===== src/rtl/maq_bcd_mod_pkg.sv =====
// Shared types and constants for the clock's BCD field counters.
package maq_pkg;

    typedef logic [3:0] bcd_digit_t;

    localparam int MOD_SEG  = 60;
    localparam int MOD_MIN  = 60;
    localparam int MOD_HORA = 24;

    // Binary 0..99 to packed {tens, units}; used for elaboration-time constants.
    function automatic logic [7:0] bcd_split(input int v);
        return {4'(v / 10), 4'(v % 10)};
    endfunction

endpackage


===== src/rtl/maq_bcd_mod_if.sv =====
// Control and digit bus of one BCD modulo counter stage.
interface maq_bcd_mod_if #(
    parameter int MSD_W = 3
);
    import maq_pkg::*;

    logic             en;
    logic             up;
    logic             load;
    bcd_digit_t       load_lsd;
    logic [MSD_W-1:0] load_msd;
    bcd_digit_t       bcd_lsd;
    logic [MSD_W-1:0] bcd_msd;
    logic             carry_out;
    logic             load_err;

    modport master (
        output en, up, load, load_lsd, load_msd,
        input  bcd_lsd, bcd_msd, carry_out, load_err
    );

    modport slave (
        input  en, up, load, load_lsd, load_msd,
        output bcd_lsd, bcd_msd, carry_out, load_err
    );

endinterface


===== src/rtl/maq_bcd_mod_digito.sv =====
// One decade counter 0..max_val with load; the parent handles cross-digit wrap.
module maq_digito_bcd #(
    parameter int           W       = 4,
    parameter logic [W-1:0] RST_VAL = '0
) (
    input  logic         clk,
    input  logic         rst,
    input  logic         en,
    input  logic         up,
    input  logic         load,
    input  logic [W-1:0] load_val,
    input  logic [W-1:0] max_val,
    output logic [W-1:0] digit,
    output logic         at_max,
    output logic         at_zero
);

    assign at_max  = (digit == max_val);
    assign at_zero = (digit == '0);

    always_ff @(posedge clk or posedge rst) begin
        if (rst) begin
            digit <= RST_VAL;
        end else if (load) begin
            digit <= load_val;
        end else if (en) begin
            if (up) begin
                digit <= at_max ? '0 : digit + W'(1);
            end else begin
                digit <= at_zero ? max_val : digit - W'(1);
            end
        end
    end

endmodule


===== src/rtl/maq_bcd_mod.sv =====
// Two-digit BCD modulo counter with enable, direction, checked load and a
// combinational carry/borrow for zero-latency cascading.
module maq_bcd_mod
    import maq_pkg::*;
#(
    parameter int MODULO    = 60,
    parameter int MSD_W     = 3,
    parameter int RESET_VAL = 0
) (
    input logic          clk,
    input logic          rst,
    maq_bcd_mod_if.slave bus
);

    if (MODULO < 2 || MODULO > 100) begin : g_bad_modulo
        $error("maq_bcd_mod: MODULO must be in 2..100");
    end
    if ((MODULO - 1) / 10 >= (1 << MSD_W)) begin : g_bad_msd_w
        $error("maq_bcd_mod: MSD_W too narrow for MODULO-1 tens digit");
    end
    if (RESET_VAL < 0 || RESET_VAL >= MODULO) begin : g_bad_reset
        $error("maq_bcd_mod: RESET_VAL must be below MODULO");
    end

    localparam logic [7:0]       MAX_BCD = bcd_split(MODULO - 1);
    localparam logic [7:0]       RST_BCD = bcd_split(RESET_VAL);
    localparam bcd_digit_t       MAX_LSD = MAX_BCD[3:0];
    localparam logic [MSD_W-1:0] MAX_MSD = MSD_W'(MAX_BCD[7:4]);

    bcd_digit_t       lsd;
    logic [MSD_W-1:0] msd;
    logic             lsd_at_max, lsd_at_zero, msd_at_max, msd_at_zero;
    logic [31:0]      load_sum;
    logic             legal, load_ok, cnt_en, at_top, at_bot, wrap;
    logic             lsd_ld, msd_en;
    bcd_digit_t       lsd_ld_val;
    logic [MSD_W-1:0] msd_ld_val;

    assign load_sum = 32'(bus.load_msd) * 32'd10 + 32'(bus.load_lsd);
    assign legal    = (bus.load_lsd <= 4'd9) && (load_sum < 32'(MODULO));
    assign load_ok  = bus.load & legal;

    // A rejected load still blocks counting: load outranks en regardless.
    assign cnt_en = bus.en & ~bus.load;
    assign at_top = (lsd == MAX_LSD) & msd_at_max;
    assign at_bot = lsd_at_zero & msd_at_zero;
    assign wrap   = cnt_en & (bus.up ? at_top : at_bot);

    // Modulo wrap reuses the digits' load path to jump to 00 or MODULO-1.
    assign lsd_ld     = load_ok | wrap;
    assign lsd_ld_val = load_ok ? bus.load_lsd : (bus.up ? '0 : MAX_LSD);
    assign msd_ld_val = load_ok ? bus.load_msd : (bus.up ? '0 : MAX_MSD);
    assign msd_en     = cnt_en & (bus.up ? lsd_at_max : lsd_at_zero);

    maq_digito_bcd #(
        .W       (4),
        .RST_VAL (RST_BCD[3:0])
    ) u_lsd (
        .clk      (clk),
        .rst      (rst),
        .en       (cnt_en),
        .up       (bus.up),
        .load     (lsd_ld),
        .load_val (lsd_ld_val),
        .max_val  (4'd9),
        .digit    (lsd),
        .at_max   (lsd_at_max),
        .at_zero  (lsd_at_zero)
    );

    maq_digito_bcd #(
        .W       (MSD_W),
        .RST_VAL (MSD_W'(RST_BCD[7:4]))
    ) u_msd (
        .clk      (clk),
        .rst      (rst),
        .en       (msd_en),
        .up       (bus.up),
        .load     (lsd_ld),
        .load_val (msd_ld_val),
        .max_val  (MAX_MSD),
        .digit    (msd),
        .at_max   (msd_at_max),
        .at_zero  (msd_at_zero)
    );

    always_ff @(posedge clk or posedge rst) begin
        if (rst) begin
            bus.load_err <= 1'b0;
        end else begin
            bus.load_err <= bus.load & ~legal;
        end
    end

    assign bus.bcd_lsd   = lsd;
    assign bus.bcd_msd   = msd;
    assign bus.carry_out = wrap;

endmodule


===== src/flat_wrapper.sv =====
// flat-port wrapper written by rule: the top's interface ports become plain ports
module maq_bcd_mod_flat import maq_pkg::*;
#(
    parameter int MODULO    = 60,
    parameter int MSD_W     = 3,
    parameter int RESET_VAL = 0
)
  (clk, rst, bus_en, bus_up, bus_load, bus_load_lsd, bus_load_msd, bus_bcd_lsd, bus_bcd_msd, bus_carry_out, bus_load_err);
  maq_bcd_mod_if #(.MSD_W(MSD_W)) bus_i ();
  input logic clk;
  input logic rst;
  input wire logic [$bits(bus_i.en)-1:0] bus_en;
  input wire logic [$bits(bus_i.up)-1:0] bus_up;
  input wire logic [$bits(bus_i.load)-1:0] bus_load;
  input wire logic [$bits(bus_i.load_lsd)-1:0] bus_load_lsd;
  input wire logic [$bits(bus_i.load_msd)-1:0] bus_load_msd;
  output wire logic [$bits(bus_i.bcd_lsd)-1:0] bus_bcd_lsd;
  output wire logic [$bits(bus_i.bcd_msd)-1:0] bus_bcd_msd;
  output wire logic [$bits(bus_i.carry_out)-1:0] bus_carry_out;
  output wire logic [$bits(bus_i.load_err)-1:0] bus_load_err;
  assign bus_i.en = bus_en;
  assign bus_i.up = bus_up;
  assign bus_i.load = bus_load;
  assign bus_i.load_lsd = bus_load_lsd;
  assign bus_i.load_msd = bus_load_msd;
  assign bus_bcd_lsd = bus_i.bcd_lsd;
  assign bus_bcd_msd = bus_i.bcd_msd;
  assign bus_carry_out = bus_i.carry_out;
  assign bus_load_err = bus_i.load_err;
  maq_bcd_mod #(.MODULO(MODULO), .MSD_W(MSD_W), .RESET_VAL(RESET_VAL)) u_core (.clk(clk), .rst(rst), .bus(bus_i));
endmodule

===== config.mk =====
export PLATFORM = sky130hd
export DESIGN_NAME = maq_bcd_mod_flat
export DESIGN_NICKNAME = d
export VERILOG_FILES = /design/src/rtl/maq_bcd_mod_pkg.sv /design/src/rtl/maq_bcd_mod_if.sv /design/src/rtl/maq_bcd_mod_digito.sv /design/src/rtl/maq_bcd_mod.sv /design/src/flat_wrapper.sv
export SDC_FILE = /design/constraint.sdc
export NUM_CORES = 1
export LEC_CHECK = 0
export CAP_MARGIN = 10
export CORE_AREA = 5 5 54 56
export DETAILED_ROUTE_END_ITERATION = 6
export DIE_AREA = 0 0 59 61
export DONT_BUFFER_PORTS = 1
export PLACE_DENSITY = 0.76
export SLEW_MARGIN = 25
export SYNTH_ARGS = -nofsm -noshare
export SYNTH_HDL_FRONTEND = slang
export SYNTH_HIERARCHICAL = 1
export SYNTH_SLANG_ARGS = --single-unit

===== constraint.sdc =====
create_clock -name clk -period 5.65 [get_ports clk]
set_clock_uncertainty 0.1 [all_clocks]
set_input_delay 1.13 -clock clk [delete_from_list [all_inputs] [get_ports clk]]
set_output_delay 1.13 -clock clk [all_outputs]
set_load 0.005 [all_outputs]

=== Yosys cells after proc, flatten, opt, wreduce, memory -nomap -nowiden ===
Cells that the tools add are included.

* Word-level logic and storage cells: 44
* Input bits: 12
* Register bits after elaboration: 8
* Output and inout bits: 9

* Mux-type cells: 16
* Order comparisons: 2
* Add/sub/neg operators: 5
* Equality and inequality tests: 2
* $mul: 1
* Bitwise operators: 10
* Reduce and logical (&&, ||, !) cells: 5

{| class="wikitable"
|+ Operators by type and width
! cell !! number
|-
| 32-bit by 6-bit less-than comparator with 1-bit output (second input constant) || 1
|-
| 4-bit 2-to-1 mux || 7
|-
| 3-bit 2-to-1 mux || 7
|-
| 7-bit by 4-bit adder with 8-bit output || 1
|-
| 1-bit AND || 7
|-
| 3-bit by 3-bit multiplier with 6-bit output (second input constant) || 1
|-
| 4-bit by 1-bit adder with 4-bit output (second input constant) || 1
|-
| 4-bit == test (second input constant) || 1
|-
| 4-bit less-or-equal comparator (second input constant) || 1
|-
| 4-bit logical NOT || 1
|-
| 2-bit nonzero test || 2
|-
| 4-bit by 1-bit subtractor with 4-bit output (second input constant) || 1
|-
| 3-bit by 1-bit adder with 3-bit output (second input constant) || 1
|-
| 3-bit == test (second input constant) || 1
|-
| 3-bit logical NOT || 1
|-
| 3-bit by 1-bit subtractor with 3-bit output (second input constant) || 1
|-
| 1-bit 2-to-1 mux || 2
|-
| 1-bit NOT || 2
|-
| 1-bit logical AND || 1
|-
| 1-bit bitwise OR || 1
|}

=== Depth between registers and ports, before layout ===
* Depth in word-level cells: 7
* Depth in mapped cells: 11
* Depth with buffers taken out: 11

=== Cells and area by module ===
Netlist, hierarchy kept.

{| class="wikitable"
|+ By module, submodules not included
! module !! times used !! sequential area each (um^2) !! cells an instance !! area an instance (um^2)
|-
| maq_digito_bcd at u_core.u_lsd || 1 || 100.1 || 54 || 474.2
|-
| maq_bcd_mod || 1 || 25.0 || 55 || 426.7
|-
| maq_digito_bcd at u_core.u_msd || 1 || 75.1 || 39 || 315.3
|}

=== Worst setup path after synthesis ===
OpenSTA, ideal clock, no wires.

* Path type: input to register
* Start point: input bus_load_msd[0]
* End point: register u_core.u_lsd.digit[3]
* Arrival time: 3671 ps
* Path buffers: 1
* Data required time: 5421 ps
* Stages on the path: 10
* Library setup time: 129 ps
* Setup slack: 1750 ps
* Cell sequence: ha_1 -> ha_1 -> nand4_1 -> a211oi_2 -> mux2i_2 -> a41o_1 -> buf_1 -> nand2b_1 -> nor3_1 -> a2111o_1

* Cells in the longest elaborated chain, start to end: 7
* Elaborated cells on any way between the ends: 9
* Those cells by class: add/sub: 1; mul: 1; order compare: 1; mux: 2; bitwise: 2; reduce/logical: 2

{| class="wikitable"
|+ RTL lines
! element !! line !! source
|-
| start, declared || flat_wrapper.sv:16 || <nowiki>input wire logic [$bits(bus_i.load_msd)-1:0] bus_load_msd;</nowiki>
|-
| 3-bit by 3-bit multiplier with 6-bit output * || maq_bcd_mod.sv:39 || <nowiki>assign load_sum = 32'(bus.load_msd) * 32'd10 + 32'(bus.load_lsd);</nowiki>
|-
| 7-bit by 4-bit adder with 8-bit output * || maq_bcd_mod.sv:39 ||
|-
| 32-bit by 6-bit less-than comparator with 1-bit output * || maq_bcd_mod.sv:40 || <nowiki>assign legal = (bus.load_lsd <= 4'd9) && (load_sum < 32'(MODULO));</nowiki>
|-
| 1-bit logical AND * || maq_bcd_mod.sv:40 ||
|-
| 1-bit AND * || maq_bcd_mod.sv:41 || <nowiki>assign load_ok = bus.load & legal;</nowiki>
|-
| 1-bit bitwise OR * || maq_bcd_mod.sv:50 || <nowiki>assign lsd_ld = load_ok | wrap;</nowiki>
|-
| named net u_core.lsd_ld || maq_bcd_mod.sv:35 || <nowiki>logic lsd_ld, msd_en;</nowiki>
|-
| 4-bit 2-to-1 mux or 2-bit nonzero test (tied branches) || n/a ||
|-
| end signal, assigned || maq_bcd_mod_digito.sv:25 || <nowiki>digit <= load_val;</nowiki>
|-
| end signal, assigned || maq_bcd_mod_digito.sv:28 || <nowiki>digit <= at_max ? '0 : digit + W'(1);</nowiki>
|-
| end signal, assigned || maq_bcd_mod_digito.sv:30 || <nowiki>digit <= at_zero ? max_val : digit - W'(1);</nowiki>
|-
| end, declared || maq_bcd_mod_digito.sv:13 || <nowiki>output logic [W-1:0] digit,</nowiki>
|}

Mark *: on every way through the listed nets, which the timed path passes. The rest lies on a longest branch.
A chain may end at the register's enable or synchronous reset.

=== Final worst setup path ===
Ends and elaborated chain as after synthesis.

==> impl_metrics.env <==
export IMPL_status="finished clean"
export IMPL_floorplan_die_height_um=61
export IMPL_rsz0062_at_grt="no"
export IMPL_cap_violations=0
export IMPL_ant_nets=0
export IMPL_first_pass_iters=4
export IMPL_grt_ovfl_total=0
export IMPL_stdcell_area_um2=1301
export IMPL_clock_sinks=8
export IMPL_ios=21
export IMPL_hold_viol=0
export IMPL_worst_path_max_delay_cell="a41o_1"
export IMPL_layout_min_cycle_time_ns=3.762
export IMPL_synth_top_area_share_pct=16.46
export IMPL_fp_dieW_um=59
export IMPL_fin_ws_ns=1.888
export IMPL_grt_max_degree=19
export IMPL_dieArea_um2=3599
export IMPL_endpoint_kind="flop"
export IMPL_synth_seq_area_share_pct=16.46
export IMPL_cts_made_buffers=3
export IMPL_syn_area_um2=1216
export IMPL_p_int_mw=0.1908
export IMPL_grt_pass1_wl_um=4478
export IMPL_setup_viol=0
export IMPL_cts_repair_resized=0
export IMPL_drt_iter0_markers=29
export IMPL_place_worst_setup_slack_ns=1.644
export IMPL_clk_latency_ns=0.26
export IMPL_avgSynthCellArea_um2=8.217
export IMPL_grt_usage_pct=16.51
export IMPL_fin_setup_tns_ns=0
export IMPL_wirelength_um=2681
export IMPL_syn2layout_area_growth_pct=6.996
export IMPL_crit_arrival_ns=3.80
export IMPL_ys_flop_type="dfrtp_1"
export IMPL_via_count=1051
export IMPL_post_cts_setup_buffers=0
export IMPL_seqPwrFrac_pct=32.6
export IMPL_startpoint_type="input port"
export IMPL_diodes=0
export IMPL_dpl_hpwl_um=2170
export IMPL_maxSlewViolCount=0
export IMPL_num_rows=18
export IMPL_gp_congestion=0.9074
export IMPL_p_switching_mw=0.1748
export IMPL_clk_path_buf_depth=2
export IMPL_ys_warn_count=6
export IMPL_swShare_pct=47.80
export IMPL_fin_nets=185
export IMPL_ys_async_sr_fraction_pct=100.0
export IMPL_start_util_pct=50.94
export IMPL_max_vdd_ir_drop_mv=0.1574
export IMPL_p_leak_nw=0.6174
export IMPL_power_density_nw_per_um2=281.0
export IMPL_first_global_vias=1071
export IMPL_combPwrFrac_pct=55.2
export IMPL_clkTransAtPathRegs_ns=0.06
export IMPL_synth_seq_cells=8
export IMPL_wl_per_cell_um=14.11
export IMPL_clockRootBuffer="clkbuf_4"
export IMPL_crit_fanout=16
export IMPL_antenna_found_initial=0
export IMPL_fin_hold_ws_ns=0.4842
export IMPL_syn_inst=148
export IMPL_synth_edf_count=0
export IMPL_fin_crit_sh_pct=66.59
export IMPL_cts_hold_buf=0
export IMPL_placed_area_um2=1279
export IMPL_crit_chain="ha_1, ha_1, nand4_1, a211oi_2, mux2i_2, a41o_1, nand2b_1, nor3_1, a2111o_1"
export IMPL_worstHoldPathType="in -> async"
export IMPL_drc=0
export IMPL_cpMostUsedCell="ha_1"
export IMPL_synthTopCellsByArea="dfrtp_1, ha_1, inv_1, mux2i_1, xnor2_1"
export IMPL_synth_largest_area_cell="dfrtp_1"
export IMPL_required_ns=5.68
export IMPL_io_buffers=0
export IMPL_drive_gt1_share_pct=10.00
export IMPL_core_um2=2387
export IMPL_max_freq_mhz=265.8
export IMPL_cts_max_level=1
export IMPL_critPathKind="in -> reg"
export IMPL_cts_tree="done"
export IMPL_vias_per_cell=5.532
export IMPL_synthDistinctLibCells=51
export IMPL_cp_slowest_stage_delay_ns=0.51
export IMPL_p_clk_share_pct=12.2
-- sequential cells by signal (all words and copies together), names as in the netlist --
name	flops
u_core/bus.load_err	1
u_core/u_lsd/digit	4
u_core/u_msd/digit	3
-- cells in the final DEF (no fill, tap or decap), types with 2 or more instances in the layout --
cell and count:
inv_1 21, conb_1 14, nor2_1 12, ha_1 10, dfrtp_1 8, xnor2_1 6
nand2_1 6, mux2i_1 6, nand3_1 6, a21oi_1 5, xor2_1 5, o21ai_0 4
clkbuf_4 3, nand4_1 3, a211oi_1 3, nor4_1 3, o211ai_1 3, nor3b_1 3
nor3_1 3, and2_1 2, a31oi_1 2, nand2b_1 2, o31a_1 2, mux2_2 2
nor2b_1 2
-- area by class of cell --
class	instances	area, µm²
Inverter	22	82.58
Multi-Input combinational cell	127	958.4
Tap cell	30	37.54
Sequential cell	8	200.2
Clock buffer	3	22.52
Fill cell	243	1086
-- worst max-delay path: cells and delay by family --
kind | cells | cell delay (ns)
AOI/OAI and AO/OA | 3 | 1.16
adders and majority gates | 2 | 0.67
muxes | 1 | 0.34
and+or+nand+nor | 3 | 0.49
-- power by group through the flow --
stage          Sequential, mW  Clock [mW]  Combinational [mW]
3_3_place_gp            0.120           0               0.191
3_5_place_dp            0.121           0               0.199
4_1_cts                 0.120      0.0443               0.201
6_report                0.119      0.0447               0.202
2_1_floorplan          0.0990           0               0.184
5_1_grt                 0.125      0.0474               0.227
-- path summary, 6_finish.rpt --
kind,startpoint,end,slack (ns),depth (start not counted)
max in group asynchronous,rst,u_core/u_lsd/digit[3],4.76,1
min in group clk,u_core/u_msd/digit[2],u_core/u_msd/digit[2],0.67,2
hold / removal,rst,u_core/bus.load_err,0.48,1
hold reg to reg,u_core/u_msd/digit[2],u_core/u_msd/digit[2],0.67,2
setup reg to reg,u_core/u_lsd/digit[0],u_core/u_lsd/digit[3],2.63,9
setup / recovery,bus_load_msd[0],u_core/u_lsd/digit[3],1.89,9
-- synthesized netlist by cell type (all sizes together), types with 3 or more instances --
cell type and n:
mux2i 7, nor3b 4, nor3 3, nor4 3
xnor2 6, ha 10, xor2 6, inv 21
a211oi 4, nand3 6, o21ai 5, dfrtp 8
nor2 13, o211ai 3, nand4 4, a21oi 6
buf 3, nand2b 3, nand2 6
-- per-stage QoR --
step | utilization [%] | cells | power [mW]
after CTS | 54.51 | 190 | 0.3653
after floorplan | - | 160 | 0.2834
after global placement | 53.56 | 187 | 0.3105
final | 54.51 | 190 | 0.3656
after detailed placement | 53.56 | 187 | 0.3206
after global routing | 54.51 | 190 | 0.3993
-- kinds of logic after synthesis --
group | after synthesis | synth area share [%]
XOR/XNOR | 12 | 9.259
multiplexers | 9 | 7.922
flip-flops | 8 | 16.46
AND/OR/NAND/NOR | 51 | 25.51
AO/OA/AOI/OAI | 30 | 19.86
other | 2 | 0.6175
adder cells (fa/ha/maj) | 11 | 11.93
buffers and inverters | 25 | 8.436
-- metal layers --
layer	vias to the layer above	track usage, %	part of all wire [%]
met1	483	17.65	41
met2	26	30.60	50
met5	-	0	0
met4	0	7.767	1.7
li1	538	-	-
met3	4	3.830	6.9
(Power assumes the default switching activity.)
